===== src/rtl/ddram_bridge_if.sv =====
// Avalon-MM port between the byte bridge and the DDR3 controller.
// The bridge drives the command side through modport master; the memory model uses modport slave.
interface ddram_bridge_if;
    logic        DDRAM_BUSY;
    logic [7:0]  DDRAM_BURSTCNT;
    logic [28:0] DDRAM_ADDR;
    logic [63:0] DDRAM_DOUT;
    logic        DDRAM_DOUT_READY;
    logic        DDRAM_RD;
    logic [63:0] DDRAM_DIN;
    logic [7:0]  DDRAM_BE;
    logic        DDRAM_WE;

    modport master (
        input  DDRAM_BUSY, DDRAM_DOUT, DDRAM_DOUT_READY,
        output DDRAM_BURSTCNT, DDRAM_ADDR, DDRAM_RD, DDRAM_DIN, DDRAM_BE, DDRAM_WE
    );

    modport slave (
        output DDRAM_BUSY, DDRAM_DOUT, DDRAM_DOUT_READY,
        input  DDRAM_BURSTCNT, DDRAM_ADDR, DDRAM_RD, DDRAM_DIN, DDRAM_BE, DDRAM_WE
    );
endinterface


===== src/rtl/ddram_bridge.sv =====
// Edge-triggered byte-wide access to a 2 MB window of 64-bit DDR3 words.
// Defining DDRAM_BRIDGE_CACHE_EN adds a single-line read cache.
module ddram_bridge #(
    parameter logic [28:0] BASE_ADDR = 29'h0600000
) (
    input  logic           DDRAM_CLK,
    input  logic           reset_n,
    input  logic [20:0]    addr,
    input  logic [7:0]     din,
    output logic [7:0]     dout,
    input  logic           rd,
    input  logic           we,
    output logic           ready,
    ddram_bridge_if.master ddr
);

    typedef enum logic [1:0] {
        IDLE,
        WR,
        RD_REQ,
        RD_WAIT
    } state_t;

    state_t      state, state_n;
    logic        rd_q, we_q;
    logic [20:0] addr_q, addr_n;
    logic [7:0]  din_q, din_n;
    logic        ready_q, ready_n;
    logic        ddr_rd_q, ddr_rd_n;
    logic        ddr_we_q, ddr_we_n;
    logic [7:0]  be_q, be_n;
    logic [7:0]  dout_q, dout_n;
    logic        rd_rise, we_rise;
    logic [5:0]  lane;

`ifdef DDRAM_BRIDGE_CACHE_EN
    logic [63:0] line_q, line_n;
    logic [17:0] tag_q, tag_n;
    logic        valid_q, valid_n;
    logic        hit_q, hit_n;
`endif

    assign rd_rise = rd & ~rd_q;
    assign we_rise = we & ~we_q;
    assign lane    = {addr_q[2:0], 3'b000};

    assign ready              = ready_q;
    assign dout               = dout_q;
    assign ddr.DDRAM_BURSTCNT = 8'd1;
    assign ddr.DDRAM_ADDR     = BASE_ADDR + {11'b0, addr_q[20:3]};
    assign ddr.DDRAM_DIN      = {8{din_q}};
    assign ddr.DDRAM_BE       = be_q;
    assign ddr.DDRAM_RD       = ddr_rd_q;
    assign ddr.DDRAM_WE       = ddr_we_q;

    always_ff @(posedge DDRAM_CLK or negedge reset_n) begin
        if (!reset_n) begin
            state    <= IDLE;
            rd_q     <= 1'b0;
            we_q     <= 1'b0;
            addr_q   <= '0;
            din_q    <= '0;
            ready_q  <= 1'b1;
            ddr_rd_q <= 1'b0;
            ddr_we_q <= 1'b0;
            be_q     <= '0;
            dout_q   <= '0;
`ifdef DDRAM_BRIDGE_CACHE_EN
            line_q   <= '0;
            tag_q    <= '0;
            valid_q  <= 1'b0;
            hit_q    <= 1'b0;
`endif
        end else begin
            state    <= state_n;
            rd_q     <= rd;
            we_q     <= we;
            addr_q   <= addr_n;
            din_q    <= din_n;
            ready_q  <= ready_n;
            ddr_rd_q <= ddr_rd_n;
            ddr_we_q <= ddr_we_n;
            be_q     <= be_n;
            dout_q   <= dout_n;
`ifdef DDRAM_BRIDGE_CACHE_EN
            line_q   <= line_n;
            tag_q    <= tag_n;
            valid_q  <= valid_n;
            hit_q    <= hit_n;
`endif
        end
    end

    always_comb begin
        state_n  = state;
        addr_n   = addr_q;
        din_n    = din_q;
        ready_n  = ready_q;
        ddr_rd_n = ddr_rd_q;
        ddr_we_n = ddr_we_q;
        be_n     = be_q;
        dout_n   = dout_q;
`ifdef DDRAM_BRIDGE_CACHE_EN
        line_n   = line_q;
        tag_n    = tag_q;
        valid_n  = valid_q;
        hit_n    = hit_q;
`endif

        case (state)
            IDLE: begin
                // A write wins over a read that rises in the same cycle; the read is lost.
                if (we_rise) begin
                    addr_n   = addr;
                    din_n    = din;
                    be_n     = 8'd1 << addr[2:0];
                    ddr_we_n = 1'b1;
                    ready_n  = 1'b0;
                    state_n  = WR;
`ifdef DDRAM_BRIDGE_CACHE_EN
                    if (valid_q && (tag_q == addr[20:3])) begin
                        line_n[{addr[2:0], 3'b000} +: 8] = din;
                    end
`endif
                end else if (rd_rise) begin
                    addr_n  = addr;
                    ready_n = 1'b0;
`ifdef DDRAM_BRIDGE_CACHE_EN
                    if (valid_q && (tag_q == addr[20:3])) begin
                        hit_n   = 1'b1;
                        state_n = RD_WAIT;
                    end else begin
                        ddr_rd_n = 1'b1;
                        state_n  = RD_REQ;
                    end
`else
                    ddr_rd_n = 1'b1;
                    state_n  = RD_REQ;
`endif
                end
            end

            WR: begin
                if (!ddr.DDRAM_BUSY) begin
                    ddr_we_n = 1'b0;
                    ready_n  = 1'b1;
                    state_n  = IDLE;
                end
            end

            RD_REQ: begin
                if (!ddr.DDRAM_BUSY) begin
                    ddr_rd_n = 1'b0;
                    state_n  = RD_WAIT;
                end
            end

            RD_WAIT: begin
`ifdef DDRAM_BRIDGE_CACHE_EN
                // A cache hit parks here for one cycle so dout and ready move together.
                if (hit_q) begin
                    dout_n  = line_q[lane +: 8];
                    ready_n = 1'b1;
                    hit_n   = 1'b0;
                    state_n = IDLE;
                end else
`endif
                if (ddr.DDRAM_DOUT_READY) begin
                    dout_n  = ddr.DDRAM_DOUT[lane +: 8];
                    ready_n = 1'b1;
                    state_n = IDLE;
`ifdef DDRAM_BRIDGE_CACHE_EN
                    line_n  = ddr.DDRAM_DOUT;
                    tag_n   = addr_q[20:3];
                    valid_n = 1'b1;
`endif
                end
            end

            default: begin
                state_n = IDLE;
            end
        endcase
    end

endmodule


===== src/flat_wrapper.sv =====
// flat-port wrapper written by rule: the top's interface ports become plain ports
module ddram_bridge_flat 
#(
    parameter logic [28:0] BASE_ADDR = 29'h0600000
)
  (DDRAM_CLK, reset_n, addr, din, dout, rd, we, ready, ddr_DDRAM_BUSY, ddr_DDRAM_DOUT, ddr_DDRAM_DOUT_READY, ddr_DDRAM_BURSTCNT, ddr_DDRAM_ADDR, ddr_DDRAM_RD, ddr_DDRAM_DIN, ddr_DDRAM_BE, ddr_DDRAM_WE);
  ddram_bridge_if ddr_i ();
  input  logic DDRAM_CLK;
  input  logic reset_n;
  input  logic [20:0] addr;
  input  logic [7:0] din;
  output logic [7:0] dout;
  input  logic rd;
  input  logic we;
  output logic ready;
  input wire logic [$bits(ddr_i.DDRAM_BUSY)-1:0] ddr_DDRAM_BUSY;
  input wire logic [$bits(ddr_i.DDRAM_DOUT)-1:0] ddr_DDRAM_DOUT;
  input wire logic [$bits(ddr_i.DDRAM_DOUT_READY)-1:0] ddr_DDRAM_DOUT_READY;
  output wire logic [$bits(ddr_i.DDRAM_BURSTCNT)-1:0] ddr_DDRAM_BURSTCNT;
  output wire logic [$bits(ddr_i.DDRAM_ADDR)-1:0] ddr_DDRAM_ADDR;
  output wire logic [$bits(ddr_i.DDRAM_RD)-1:0] ddr_DDRAM_RD;
  output wire logic [$bits(ddr_i.DDRAM_DIN)-1:0] ddr_DDRAM_DIN;
  output wire logic [$bits(ddr_i.DDRAM_BE)-1:0] ddr_DDRAM_BE;
  output wire logic [$bits(ddr_i.DDRAM_WE)-1:0] ddr_DDRAM_WE;
  assign ddr_i.DDRAM_BUSY = ddr_DDRAM_BUSY;
  assign ddr_i.DDRAM_DOUT = ddr_DDRAM_DOUT;
  assign ddr_i.DDRAM_DOUT_READY = ddr_DDRAM_DOUT_READY;
  assign ddr_DDRAM_BURSTCNT = ddr_i.DDRAM_BURSTCNT;
  assign ddr_DDRAM_ADDR = ddr_i.DDRAM_ADDR;
  assign ddr_DDRAM_RD = ddr_i.DDRAM_RD;
  assign ddr_DDRAM_DIN = ddr_i.DDRAM_DIN;
  assign ddr_DDRAM_BE = ddr_i.DDRAM_BE;
  assign ddr_DDRAM_WE = ddr_i.DDRAM_WE;
  ddram_bridge #(.BASE_ADDR(BASE_ADDR)) u_core (.DDRAM_CLK(DDRAM_CLK), .reset_n(reset_n), .addr(addr), .din(din), .dout(dout), .rd(rd), .we(we), .ready(ready), .ddr(ddr_i));
endmodule

===== config.mk =====
export PLATFORM = sky130hd
export DESIGN_NAME = ddram_bridge_flat
export DESIGN_NICKNAME = d
export VERILOG_FILES = /design/src/rtl/ddram_bridge_if.sv /design/src/rtl/ddram_bridge.sv /design/src/flat_wrapper.sv
export SDC_FILE = /design/constraint.sdc
export NUM_CORES = 1
export LEC_CHECK = 0
export ABC_AREA = 1
export ABC_CLOCK_PERIOD_IN_PS = 1070
export BUFFER_PORTS_ARGS = -buffer_cell sky130_fd_sc_hd__buf_2
export CAP_MARGIN = 30
export CORE_MARGIN = 1
export CORE_UTILIZATION = 40
export DETAILED_ROUTE_END_ITERATION = 10
export PLACE_DENSITY = 0.85
export SLEW_MARGIN = 20
export SYNTH_ARGS = -nofsm -noshare
export SYNTH_HDL_FRONTEND = slang
export SYNTH_SLANG_ARGS = --single-unit

===== constraint.sdc =====
create_clock -name DDRAM_CLK -period 1.07 [get_ports DDRAM_CLK]
set_input_delay 0.107 -clock DDRAM_CLK [delete_from_list [all_inputs] [get_ports DDRAM_CLK]]
set_output_delay 0.107 -clock DDRAM_CLK [all_outputs]
set_load 0.02 [all_outputs]

==> results.py <==
metrics = {
    "finish": {
        "design_area_um2": 5350,
        "area_growth_pct": 49.8,
        "nets": 792,
        "drive_gt1_frac": 0.496,
        "nFillCells": 749,
        "antenna_cells": 0,
        "post-route-util": 0.617,
        "final_cells": 802,
    },
    "power_and_ir_drop": {
        "powerDensity_nw_per_um2": 2880,
        "power_frac_seq": 0.236,
        "switchingPower_mw": 7.40,
        "p_clk_frac": 0.077,
        "swShare": 0.480,
        "comb_power_share": 0.687,
        "ir_drop_mv": 1.22,
        "p_total_mw": 15.4,
        "p_int_mw": 8.02,
        "p_leak_nw": 3.11,
    },
    "sta": {
        "period_needed_ns": 1.19,
        "finalSetupViolCount": 95,
        "setup_ws_ns": -0.124,
        "fmax_mhz": 837,
        "maxSlewViolCount": 0,
        "hold_viol": 0,
        "skew_ns": 0.00689,
        "timing.hold.ws_ns": 0.0122,
        "grt_setup_unrepaired": "yes",
        "setup_tns_ns": -6.42,
        "fin_crit_sh": 1.12,
    },
    "grt": {
        "grt_first_pass_wirelength_um": 13800,
        "antenna_found_initial": 0,
        "track_usage": 0.190,
        "grt_pass1_vias": 3150,
        "grt_max_degree": 53,
        "grt_overflow": 0,
    },
    "floorplan": {
        "rows": 34,
        "start_util": 0.412,
        "dieHeight_um": 96.5,
        "die_area_um2": 9320,
        "core_area_um2": 8680,
        "die_w_um": 96.5,
        "ios": 219,
    },
    "yosys": {
        "synth_ff_type": "dfrtp_1",
        "synth_top_area_frac": 0.357,
        "yosys-top-cells-area": "dfrtp_1 36%, nand2_1 21%, buf_4 20%",
        "yosys-top-cells-count": "197 x nand2_1, 96 x buf_4, 59 x nand3_1, 56 x inv_1, 51 x dfrtp_1",
        "yosys.area.top_type": "dfrtp_1",
        "async_flop_share": 1.00,
        "ys_types": 25,
        "synth-edff-count": 0,
        "avgSynthCellArea_um2": 7.09,
        "syn_inst": 504,
        "yosysMostFrequentCell": "nand2_1",
        "synth_seq_cells": 52,
        "yosysSeqAreaShare": 0.364,
        "synth_area_um2": 3570,
        "synth_warnings": 0,
    },
    "min_path": {
        "worstHoldStart": "addr[14]",
        "hp-class": "in -> reg",
    },
    "routing": {
        "vias": 3627,
        "drtAntennaViolNets": 0,
        "vias_per_cell": 4.52,
        "drc": 0,
        "avgRoutedWirePerCell_um": 12.0,
        "drt_iter0_drc": 113,
        "drt_wl_total_um": 9590,
        "dr.pass1.iters": 4,
    },
    "setup_path": {
        "cp-start-kind": "flip-flop",
        "cp-startpoint": "u_core.state[1]",
        "critPathRequiredTime_ns": 1.28,
        "cp_max_fo": 8,
        "arrival_ns": 1.40,
        "cp-end-kind": "flip-flop",
        "critPathKind": "reg -> reg",
        "ff2ff_setup_slack_ns": -0.12,
        "r2r_cells": 6,
        "reg2reg_from": "u_core.state[1]",
        "endpoint": "u_core.addr_q[14]",
        "r2r-end": "u_core.addr_q[14]",
    },
    "placed_design": {
        "gp_congestion": 0.840,
        "dp.cells": 741,
        "dp_hpwl_um": 6160,
        "numPortBuffers": 199,
        "placed_cell_area_um2": 4180,
        "place_ws_ns": -0.174,
    },
    "clock_network": {
        "path_clk_slew_ns": 0.10,
        "numCtsBuffers": 5,
        "cts_tree": "yes",
        "htreeDepth": 2,
        "clock_latency_ns": 0.30,
        "clock_path_buffers": 2,
        "clockRootBuffer": "clkbuf_8",
        "cts_num_sinks": 52,
    },
    "status": {
        "status": "finished with violations",
        "violations": "negative setup slack",
    },
    "run": {
        "cap_viol_max_count": 0,
    },
}
==> logic make-up (layout without fill, tap and decap cells) <==
kind of cell / count (synthesis) / after routing / synth area share
DFF: 52 / 52 / 0.364
AOI/OAI and AO/OA: 14 / 14 / 0.0305
and+or+nand+nor: 266 / 267 / 0.313
other: 2 / 19 / 0.00210
buffers and inverters: 170 / 342 / 0.290
==> what timing repair did <==
| item | CTS | global route |
|---|---|---|
| cloned | 3 | 0 |
| resized for setup | 74 | 133 |
| endpoints found under the hold margin | 75 | 1 |
| setup endpoints to repair | 108 | 115 |
| pin swaps | 26 | 9 |
| hold buffers | 25 | 1 |
| setup buffers | 5 | 19 |
==> flip-flops by register name (all words and copies together) (netlist names) <==
signal               count
u_core.addr_q           21
u_core.we_q              1
u_core.ddr.DDRAM_BE      8
u_core.rd_q              1
u_core.ready             1
u_core.dout              8
u_core.ddr.DDRAM_RD      1
u_core.din_q             8
u_core.state             2
u_core.ddr.DDRAM_WE      1
==> layer usage <==
layer | vias to the layer above | GRT usage | routed length (µm)
met5 | - | 0 | 0
met4 | 0 | 0.0453 | 137
met3 | 13 | 0.0438 | 563
met2 | 129 | 0.335 | 5040
met1 | 1695 | 0.234 | 3850
li1 | 1790 | - | -
==> critical path: stages, from the launching register on <==
cell and delay, ns:
dfrtp_1 0.44, nor2_4 0.16, buf_12 0.14, nand2_8 0.09
buf_12 0.17, nand2_2 0.05, nand2_1 0.04
==> final cells by class <==
type,count,area [µm²],area share
tap,108,135,0.0252
inverter,61,254,0.0475
multi-input combinational,300,1530,0.285
clock inverter,2,15.0,0.00281
clock buffer,6,82.6,0.0154
sequential,52,1310,0.245
timing repair buffer,272,2020,0.377
timing repair inverter,1,8.76,0.00164
==> cells in the final DEF (no fill, tap or decap), types with 2 or more instances in the layout <==
master | synthesis | final
nand3_2 | 0 | 4
inv_2 | 3 | 3
nand2_2 | 3 | 41
buf_12 | 0 | 6
buf_8 | 0 | 2
nor2_4 | 2 | 2
nand3_1 | 59 | 54
dfrtp_1 | 51 | 42
conb_1 | 2 | 19
clkbuf_8 | 0 | 6
buf_2 | 9 | 161
nand2_4 | 1 | 10
clkinvlp_4 | 0 | 2
dlygate4sd3_1 | 0 | 26
nand2_1 | 197 | 150
nor2_2 | 0 | 2
nand3_4 | 1 | 2
inv_1 | 56 | 55
clkinv_4 | 0 | 2
buf_6 | 3 | 59
o21ai_2 | 8 | 9
dfrtp_2 | 0 | 9
buf_4 | 96 | 18
==> worst min-delay path by stage <==
stage / to / depth (start not counted) / slack [ns]
after CTS: u_core.addr_q[19] / 3 / 0.0005
after global routing: u_core.addr_q[19] / 3 / 0.008
after detailed placement: u_core.addr_q[9] / 2 / 0.12
after floorplan: u_core.addr_q[0] / 0 / -0.19
final: u_core.addr_q[14] / 3 / 0.01
after global placement: u_core.addr_q[10] / 2 / 0.12
==> power groups by stage <==
| stage | logic (mW) | registers (mW) | clock network (mW) |
|---|---|---|---|
| after floorplan | 6.44 | 4.04 | 0 |
| after global placement | 7.65 | 3.52 | 0 |
| after detailed placement | 7.76 | 3.54 | 0 |
| after CTS | 8.52 | 3.66 | 1.24 |
| after global routing | 11.5 | 3.76 | 1.31 |
| final | 10.6 | 3.64 | 1.18 |
Note: power is estimated with default switching activity, not from simulation.
